==> config.mk <==
export PLATFORM = sky130hd
export DESIGN_NAME = fetch_sched_flat
export DESIGN_NICKNAME = d
export VERILOG_FILES = /design/src/rtl/fetch_sched_if.sv /design/src/rtl/fetch_sched.sv /design/src/flat_wrapper.sv
export SDC_FILE = /design/constraint.sdc
export NUM_CORES = 1
export LEC_CHECK = 0
export ABC_AREA = 1
export CORE_MARGIN = 4
export CORE_UTILIZATION = 55
export CTS_CLUSTER_SIZE = 24
export DETAILED_ROUTE_END_ITERATION = 7
export DONT_BUFFER_PORTS = 1
export PLACE_DENSITY = 0.69
export SKIP_CTS_REPAIR_TIMING = 1
export SLEW_MARGIN = 10
export SYNTH_ARGS = -nofsm -noshare
export SYNTH_HDL_FRONTEND = slang
export SYNTH_SLANG_ARGS = --single-unit
==> constraint.sdc <==
create_clock -name clk -period 5.3 [get_ports clk]
set_clock_uncertainty 0.05 [all_clocks]
set_input_delay 1.06 -clock clk [delete_from_list [all_inputs] [get_ports clk]]
set_output_delay 1.06 -clock clk [all_outputs]
set_load 0.1 [all_outputs]
==> src/rtl/fetch_sched_if.sv <==
// fetch_sched_if: pixel stream in, buffer read strobe/address, aligned flags out.
// slave = scheduler side, master = source/sink side.
interface fetch_sched_if;
  logic       s_tvalid;
  logic       s_tlast;
  logic       s_tuser;
  logic       s_tready;
  logic       m_tready;
  logic       rd_en;
  logic [9:0] rd_row;
  logic [9:0] rd_col;
  logic       m_tvalid;
  logic       m_tlast;
  logic       m_tuser;
  logic       frame_done;

  modport slave (
    input  s_tvalid, s_tlast, s_tuser, m_tready,
    output s_tready, rd_en, rd_row, rd_col,
    output m_tvalid, m_tlast, m_tuser, frame_done
  );

  modport master (
    output s_tvalid, s_tlast, s_tuser, m_tready,
    input  s_tready, rd_en, rd_row, rd_col,
    input  m_tvalid, m_tlast, m_tuser, frame_done
  );
endinterface

==> src/rtl/fetch_sched.sv <==
// fetch_sched: read scheduler for the 6-row rectification line buffer.
// Ports: clk, rst (async high), bus (fetch_sched_if.slave: stream in,
// rd_en/rd_row/rd_col, m_tvalid/m_tlast/m_tuser, frame_done).
// Option: define FETCH_SCHED_STATS_EN to add stall_cnt[15:0].
module fetch_sched #(
  parameter int IMG_W  = 16,
  parameter int IMG_H  = 12,
  parameter int BUF_H  = 6,
  parameter int LEAD   = 2,
  parameter int RD_LAT = 2
) (
  input  logic clk,
  input  logic rst,
  fetch_sched_if.slave bus
`ifdef FETCH_SCHED_STATS_EN
  ,
  output logic [15:0] stall_cnt
`endif
);

  typedef enum logic [2:0] {
    IDLE, FILL, RUN, DRAIN, FLUSH
  } state_t;

  localparam logic [9:0] W_LAST = 10'(IMG_W - 1);
  localparam logic [9:0] H_LAST = 10'(IMG_H - 1);
  localparam logic [9:0] H_ALL  = 10'(IMG_H);
  localparam logic [9:0] B_ALL  = 10'(BUF_H);
  localparam logic [9:0] LEAD1  = 10'(LEAD + 1);

  state_t            state_q;
  logic [9:0]        wr_rows_q, wr_rows_d;
  logic [9:0]        rd_row_q, rd_row_d;
  logic [9:0]        rd_col_q, rd_col_d;
  logic [RD_LAT-1:0] vld_q, lst_q, usr_q;
  logic              frame_done_q;

  logic [9:0] occ;
  logic       s_rdy;
  logic       accept;
  logic       row_done;
  logic       avail;
  logic       rd_en;
  logic       last_px;
  logic       start;

  assign occ = wr_rows_q - rd_row_q;

  // occ only moves on row boundaries, so a row begun at BUF_H-1
  // keeps being accepted until its tlast lifts occ to BUF_H.
  assign s_rdy = (state_q == FILL || state_q == RUN)
              && (wr_rows_q < H_ALL)
              && (occ < B_ALL);

  assign accept   = bus.s_tvalid && s_rdy;
  assign row_done = accept && bus.s_tlast;

  assign avail = (wr_rows_q >= rd_row_q + LEAD1)
              || (wr_rows_q == H_ALL);

  assign rd_en = bus.m_tready
              && ((state_q == RUN && avail)
                  || state_q == DRAIN);

  assign last_px = rd_en
                && rd_row_q == H_LAST
                && rd_col_q == W_LAST;

  assign start = state_q == IDLE
              && bus.s_tvalid && bus.s_tuser;

  always_comb begin
    wr_rows_d = wr_rows_q + {9'd0, row_done};
    rd_row_d  = rd_row_q;
    rd_col_d  = rd_col_q;
    if (rd_en) begin
      if (rd_col_q == W_LAST) begin
        rd_col_d = '0;
        rd_row_d = rd_row_q + 10'd1;
      end else begin
        rd_col_d = rd_col_q + 10'd1;
      end
    end
    // Frame end: clear counters so FLUSH/IDLE see an empty buffer.
    if (last_px) begin
      wr_rows_d = '0;
      rd_row_d  = '0;
      rd_col_d  = '0;
    end
  end

  always_ff @(posedge clk or posedge rst) begin
    if (rst) begin
      state_q      <= IDLE;
      wr_rows_q    <= '0;
      rd_row_q     <= '0;
      rd_col_q     <= '0;
      vld_q        <= '0;
      lst_q        <= '0;
      usr_q        <= '0;
      frame_done_q <= 1'b0;
    end else begin
      wr_rows_q    <= wr_rows_d;
      rd_row_q     <= rd_row_d;
      rd_col_q     <= rd_col_d;
      frame_done_q <= 1'b0;

      if (bus.m_tready) begin
        for (int i = RD_LAT - 1; i > 0; i--) begin
          vld_q[i] <= vld_q[i-1];
          lst_q[i] <= lst_q[i-1];
          usr_q[i] <= usr_q[i-1];
        end
        vld_q[0] <= rd_en;
        lst_q[0] <= rd_en && rd_col_q == W_LAST;
        usr_q[0] <= rd_en && rd_row_q == '0
                          && rd_col_q == '0;
      end

      unique case (state_q)
        IDLE: begin
          if (start) state_q <= FILL;
        end
        FILL: begin
          if (wr_rows_q >= LEAD1) state_q <= RUN;
        end
        RUN: begin
          if (last_px) state_q <= FLUSH;
          else if (wr_rows_q == H_ALL) state_q <= DRAIN;
        end
        DRAIN: begin
          if (last_px) state_q <= FLUSH;
        end
        FLUSH: begin
          if (~|vld_q) begin
            frame_done_q <= 1'b1;
            state_q      <= IDLE;
          end
        end
        default: state_q <= IDLE;
      endcase
    end
  end

  assign bus.s_tready   = s_rdy;
  assign bus.rd_en      = rd_en;
  assign bus.rd_row     = rd_row_q;
  assign bus.rd_col     = rd_col_q;
  assign bus.m_tvalid   = vld_q[RD_LAT-1];
  assign bus.m_tlast    = lst_q[RD_LAT-1];
  assign bus.m_tuser    = usr_q[RD_LAT-1];
  assign bus.frame_done = frame_done_q;

`ifdef FETCH_SCHED_STATS_EN
  logic [15:0] stall_q;
  logic        stall;

  // Downstream ready but no row available yet: input is too slow.
  assign stall = (state_q == RUN || state_q == DRAIN)
              && bus.m_tready && !rd_en;

  always_ff @(posedge clk or posedge rst) begin
    if (rst) begin
      stall_q <= '0;
    end else if (start) begin
      stall_q <= '0;
    end else if (stall && stall_q != 16'hFFFF) begin
      stall_q <= stall_q + 16'd1;
    end
  end

  assign stall_cnt = stall_q;
`endif

endmodule

==> src/flat_wrapper.sv <==
// flat-port wrapper written by rule: the top's interface ports become plain ports
module fetch_sched_flat 
#(
  parameter int IMG_W  = 16,
  parameter int IMG_H  = 12,
  parameter int BUF_H  = 6,
  parameter int LEAD   = 2,
  parameter int RD_LAT = 2
)
  (clk, rst, bus_s_tvalid, bus_s_tlast, bus_s_tuser, bus_m_tready, bus_s_tready, bus_rd_en, bus_rd_row, bus_rd_col, bus_m_tvalid, bus_m_tlast, bus_m_tuser, bus_frame_done);
  fetch_sched_if bus_i ();
  input  logic clk;
  input  logic rst;
  input wire logic [$bits(bus_i.s_tvalid)-1:0] bus_s_tvalid;
  input wire logic [$bits(bus_i.s_tlast)-1:0] bus_s_tlast;
  input wire logic [$bits(bus_i.s_tuser)-1:0] bus_s_tuser;
  input wire logic [$bits(bus_i.m_tready)-1:0] bus_m_tready;
  output wire logic [$bits(bus_i.s_tready)-1:0] bus_s_tready;
  output wire logic [$bits(bus_i.rd_en)-1:0] bus_rd_en;
  output wire logic [$bits(bus_i.rd_row)-1:0] bus_rd_row;
  output wire logic [$bits(bus_i.rd_col)-1:0] bus_rd_col;
  output wire logic [$bits(bus_i.m_tvalid)-1:0] bus_m_tvalid;
  output wire logic [$bits(bus_i.m_tlast)-1:0] bus_m_tlast;
  output wire logic [$bits(bus_i.m_tuser)-1:0] bus_m_tuser;
  output wire logic [$bits(bus_i.frame_done)-1:0] bus_frame_done;
  assign bus_i.s_tvalid = bus_s_tvalid;
  assign bus_i.s_tlast = bus_s_tlast;
  assign bus_i.s_tuser = bus_s_tuser;
  assign bus_i.m_tready = bus_m_tready;
  assign bus_s_tready = bus_i.s_tready;
  assign bus_rd_en = bus_i.rd_en;
  assign bus_rd_row = bus_i.rd_row;
  assign bus_rd_col = bus_i.rd_col;
  assign bus_m_tvalid = bus_i.m_tvalid;
  assign bus_m_tlast = bus_i.m_tlast;
  assign bus_m_tuser = bus_i.m_tuser;
  assign bus_frame_done = bus_i.frame_done;
  fetch_sched #(.IMG_W(IMG_W), .IMG_H(IMG_H), .BUF_H(BUF_H), .LEAD(LEAD), .RD_LAT(RD_LAT)) u_core (.clk(clk), .rst(rst), .bus(bus_i));
endmodule
==> reports/summary.txt <==
# DRC -> 0
crit path max-delay cell type -> inv_1
Multi-input gate area -> 1650 um2
core region area -> 5140 um2
post-DP HPWL -> 5030 um
Die Wd -> 80.9 um
reg2reg setup slack -> 1.58 ns
ranking of synthesized cells by area -> dfrtp_1 34%, nand2_1 12%, ha_1 11%
most used cell, CP -> nand2_1
io pins -> 32
Hold Crit Class -> flip-flop to flip-flop
status -> finished, final reports clean
Slew Limit Fails -> 0
Worst-Skew Late Latency -> 0.30 ns
Max Root-Sink Buffers -> 2
CP delay by family, top -> buffers and inverters
Int Power -> 702 uW
critical path cell sequence -> buf_4, inv_1, nor3_1, nand2_1, xor2_1, ha_1, nand2_1, nand2_1, nor2_1, nand2_2, nand2_4, inv_1
vias in the first global route -> 2,372
pwr dens -> 454 nW/um2
routed wire length -> 6450 um
Fillers -> 487
nets -> 442
Seq pwr share -> 0.438
Clock Power Share -> 0.200
pin count of the biggest net entering global routing -> 41
CP Capture Type -> output pin
Worst Path Required -> 4.19 ns
antenna viol nets, final -> 0
crit path DAT -> 3.16 ns
Combinational Power Share -> 0.363
DP Area -> 3080 um2
CP bufs+invs -> 3
All-Layer GR Usage -> 0.215
CP peak stage delay -> 0.66 ns
Die H -> 80.9 um
post-synthesis sequential area ratio -> 0.342
clk root buf -> clkbuf_8
crit share post-route -> 0.805
Via density -> 5.15
worst hold slack -> 0.407 ns
CTS buffer count -> 5
Max Fanout on Critical Path -> 14
# port buffers -> 0
Worst-Margin Slew -> 1.14 ns
#FFs+latches synth -> 40
Slew HR -> 0.242
area grow syn2layout -> 9.71%
count of final setup violators -> 0
Startpoint Class -> flip-flop
clock sink count -> 40
kind of critical path -> flip-flop to output pin
CTS tree -> yes
Syn Inst Count -> 394
RSZ-0062 raised after global routing -> false
max_cap viols -> 0
Max Fclk -> 0.234 GHz
share of the synthesized area in the top cell type -> 0.342
Starting Density -> 0.569
htree depth -> 2
Clock transition at path regs -> 0.08 ns
YS warnings -> 0
drt pass-1 iters -> 6
Leakage -> 0.00171 uW
Final Cell Area -> 3210 um2
final critical-path required period -> 4.27 ns
Mapped Avg Cell Area -> 7.43 um2
Fin Setup TNS -> 0 ns
n_diodes -> 0
Storage cell area -> 1000 um2
GPL Wtd Cong -> 0.928
endpoints failing hold -> 0
VDD IR-drop max -> 0.240 mV
Synth cell types -> 32
initial antenna violation count -> 0
# rows -> 26
routed len/inst -> 13.5 um
syn_nets -> 427
largest area contributor in the netlist -> dfrtp_1
total congestion overflow -> 0
first-pass GRT wire length -> 10,900 um
DRT iter0 DRCs -> 150
share of cells above drive strength 1 -> 0.0733
Sw Share -> 0.518
Switching Power -> 755 uW
Post-Syn Area -> 2930 um2
via count -> 2,468
die area -> 6550 um2
metrics by stage:
stage	power [uW]	setup slack, ns	cells	utilization
6_report	1460	1.03	479	0.625
5_1_grt	1560	0.819	479	0.625
3_3_place_gp	1160	1.35	472	0.600
4_1_cts	1470	0.993	479	0.625
3_5_place_dp	1170	1.34	472	0.600
2_1_floorplan	1060	0.585	394	-
final timing paths:
check,start,end,cells after the start
hold reg to reg,u_core.vld_q[0],u_core.bus.frame_done,1
setup reg to reg,u_core.bus.rd_row[0],u_core.wr_rows_q[9],23
max in group asynchronous,rst,u_core.bus.rd_row[2],2
hold / removal,u_core.vld_q[0],u_core.bus.frame_done,1
min in group asynchronous,rst,u_core.vld_q[1],2
setup / recovery,u_core.bus.rd_row[7],bus_rd_en,12
final cells by class:
cell class / count / share of cell area
clock inverters: 2 / 0.0187
multi-input cells: 282 / 0.513
clock buffers: 5 / 0.0214
inverters: 68 / 0.0795
flip-flops and latches: 40 / 0.312
well taps: 70 / 0.0273
repair buffers: 12 / 0.0281
Yosys cell counts, drive strengths merged:
cell type and number:
a21oi 12, a311oi 1, a31oi 1, buf 3, clkbuf 1, clkinv 1, dfrtp 40, fa 1
ha 26, inv 67, nand2 97, nand3 25, nand3b 6, nand4 5, nor2 31, nor3 19
nor4 4, o211ai 1, o21ai 25, o21bai 1, xnor2 5, xor2 22
flip-flops by register name, summed over array words and instances, names as in the netlist:
register               count
u_core.wr_rows_q          10
u_core.bus.rd_row         10
u_core.state_q             3
u_core.bus.frame_done      1
u_core.lst_q               2
u_core.vld_q               2
u_core.bus.rd_col         10
u_core.usr_q               2
per-layer routing:
metal | share of wire | vias to the layer above | routed length [um] | global-route usage
met5 | 0 | - | 0 | 0
met4 | 0.019 | 0 | 121 | 0.0743
met3 | 0.040 | 14 | 258 | 0.0466
met2 | 0.47 | 53 | 3000 | 0.351
met1 | 0.48 | 1106 | 3060 | 0.281
li1 | - | 1295 | - | -
placed cells by master (no fill, tap or decap):
cell type	Yosys	layout
a21oi_1	12	12
a311oi_1	1	1
a31oi_1	1	1
buf_4	0	12
bufinv_16	0	2
clkbuf_8	0	5
clkinv_1	1	1
dfrtp_1	40	40
fa_1	1	1
ha_1	26	26
inv_1	66	66
inv_2	1	1
nand2_1	94	94
nand2_2	2	2
nand2_4	1	1
nand3_1	24	24
nand3_2	1	1
nand3b_1	6	6
nand4_1	4	4
nand4_2	1	1
nor2_1	30	29
nor2_2	0	1
nor2_4	1	1
nor3_1	18	18
nor3_2	1	1
nor4_1	3	3
nor4_2	1	1
o211ai_1	1	1
o21ai_0	24	24
o21ai_2	1	1
o21bai_1	1	1
xnor2_1	5	5
xor2_1	22	22
power by group through the flow:
stage	combinational [uW]	clock [uW]	sequential, uW
floorplan	363	0	698
global placement	519	0	641
detailed placement	526	0	643
CTS	530	304	637
global route	605	313	646
finish	528	291	638
cells by family (layout without fill, tap and decap cells):
logic type                 after synthesis  count (layout)  share of synthesized area
and+or+nand+nor                        187             187                      0.289
buffers and inverters                   72              87                     0.0958
AOI/OAI and AO/OA                       41              41                     0.0748
DFF                                     40              40                      0.342
adders and majority gates               27              27                      0.118
xor gates and xnor gates                27              27                     0.0808
Note: power is estimated with default switching activity, not from simulation.
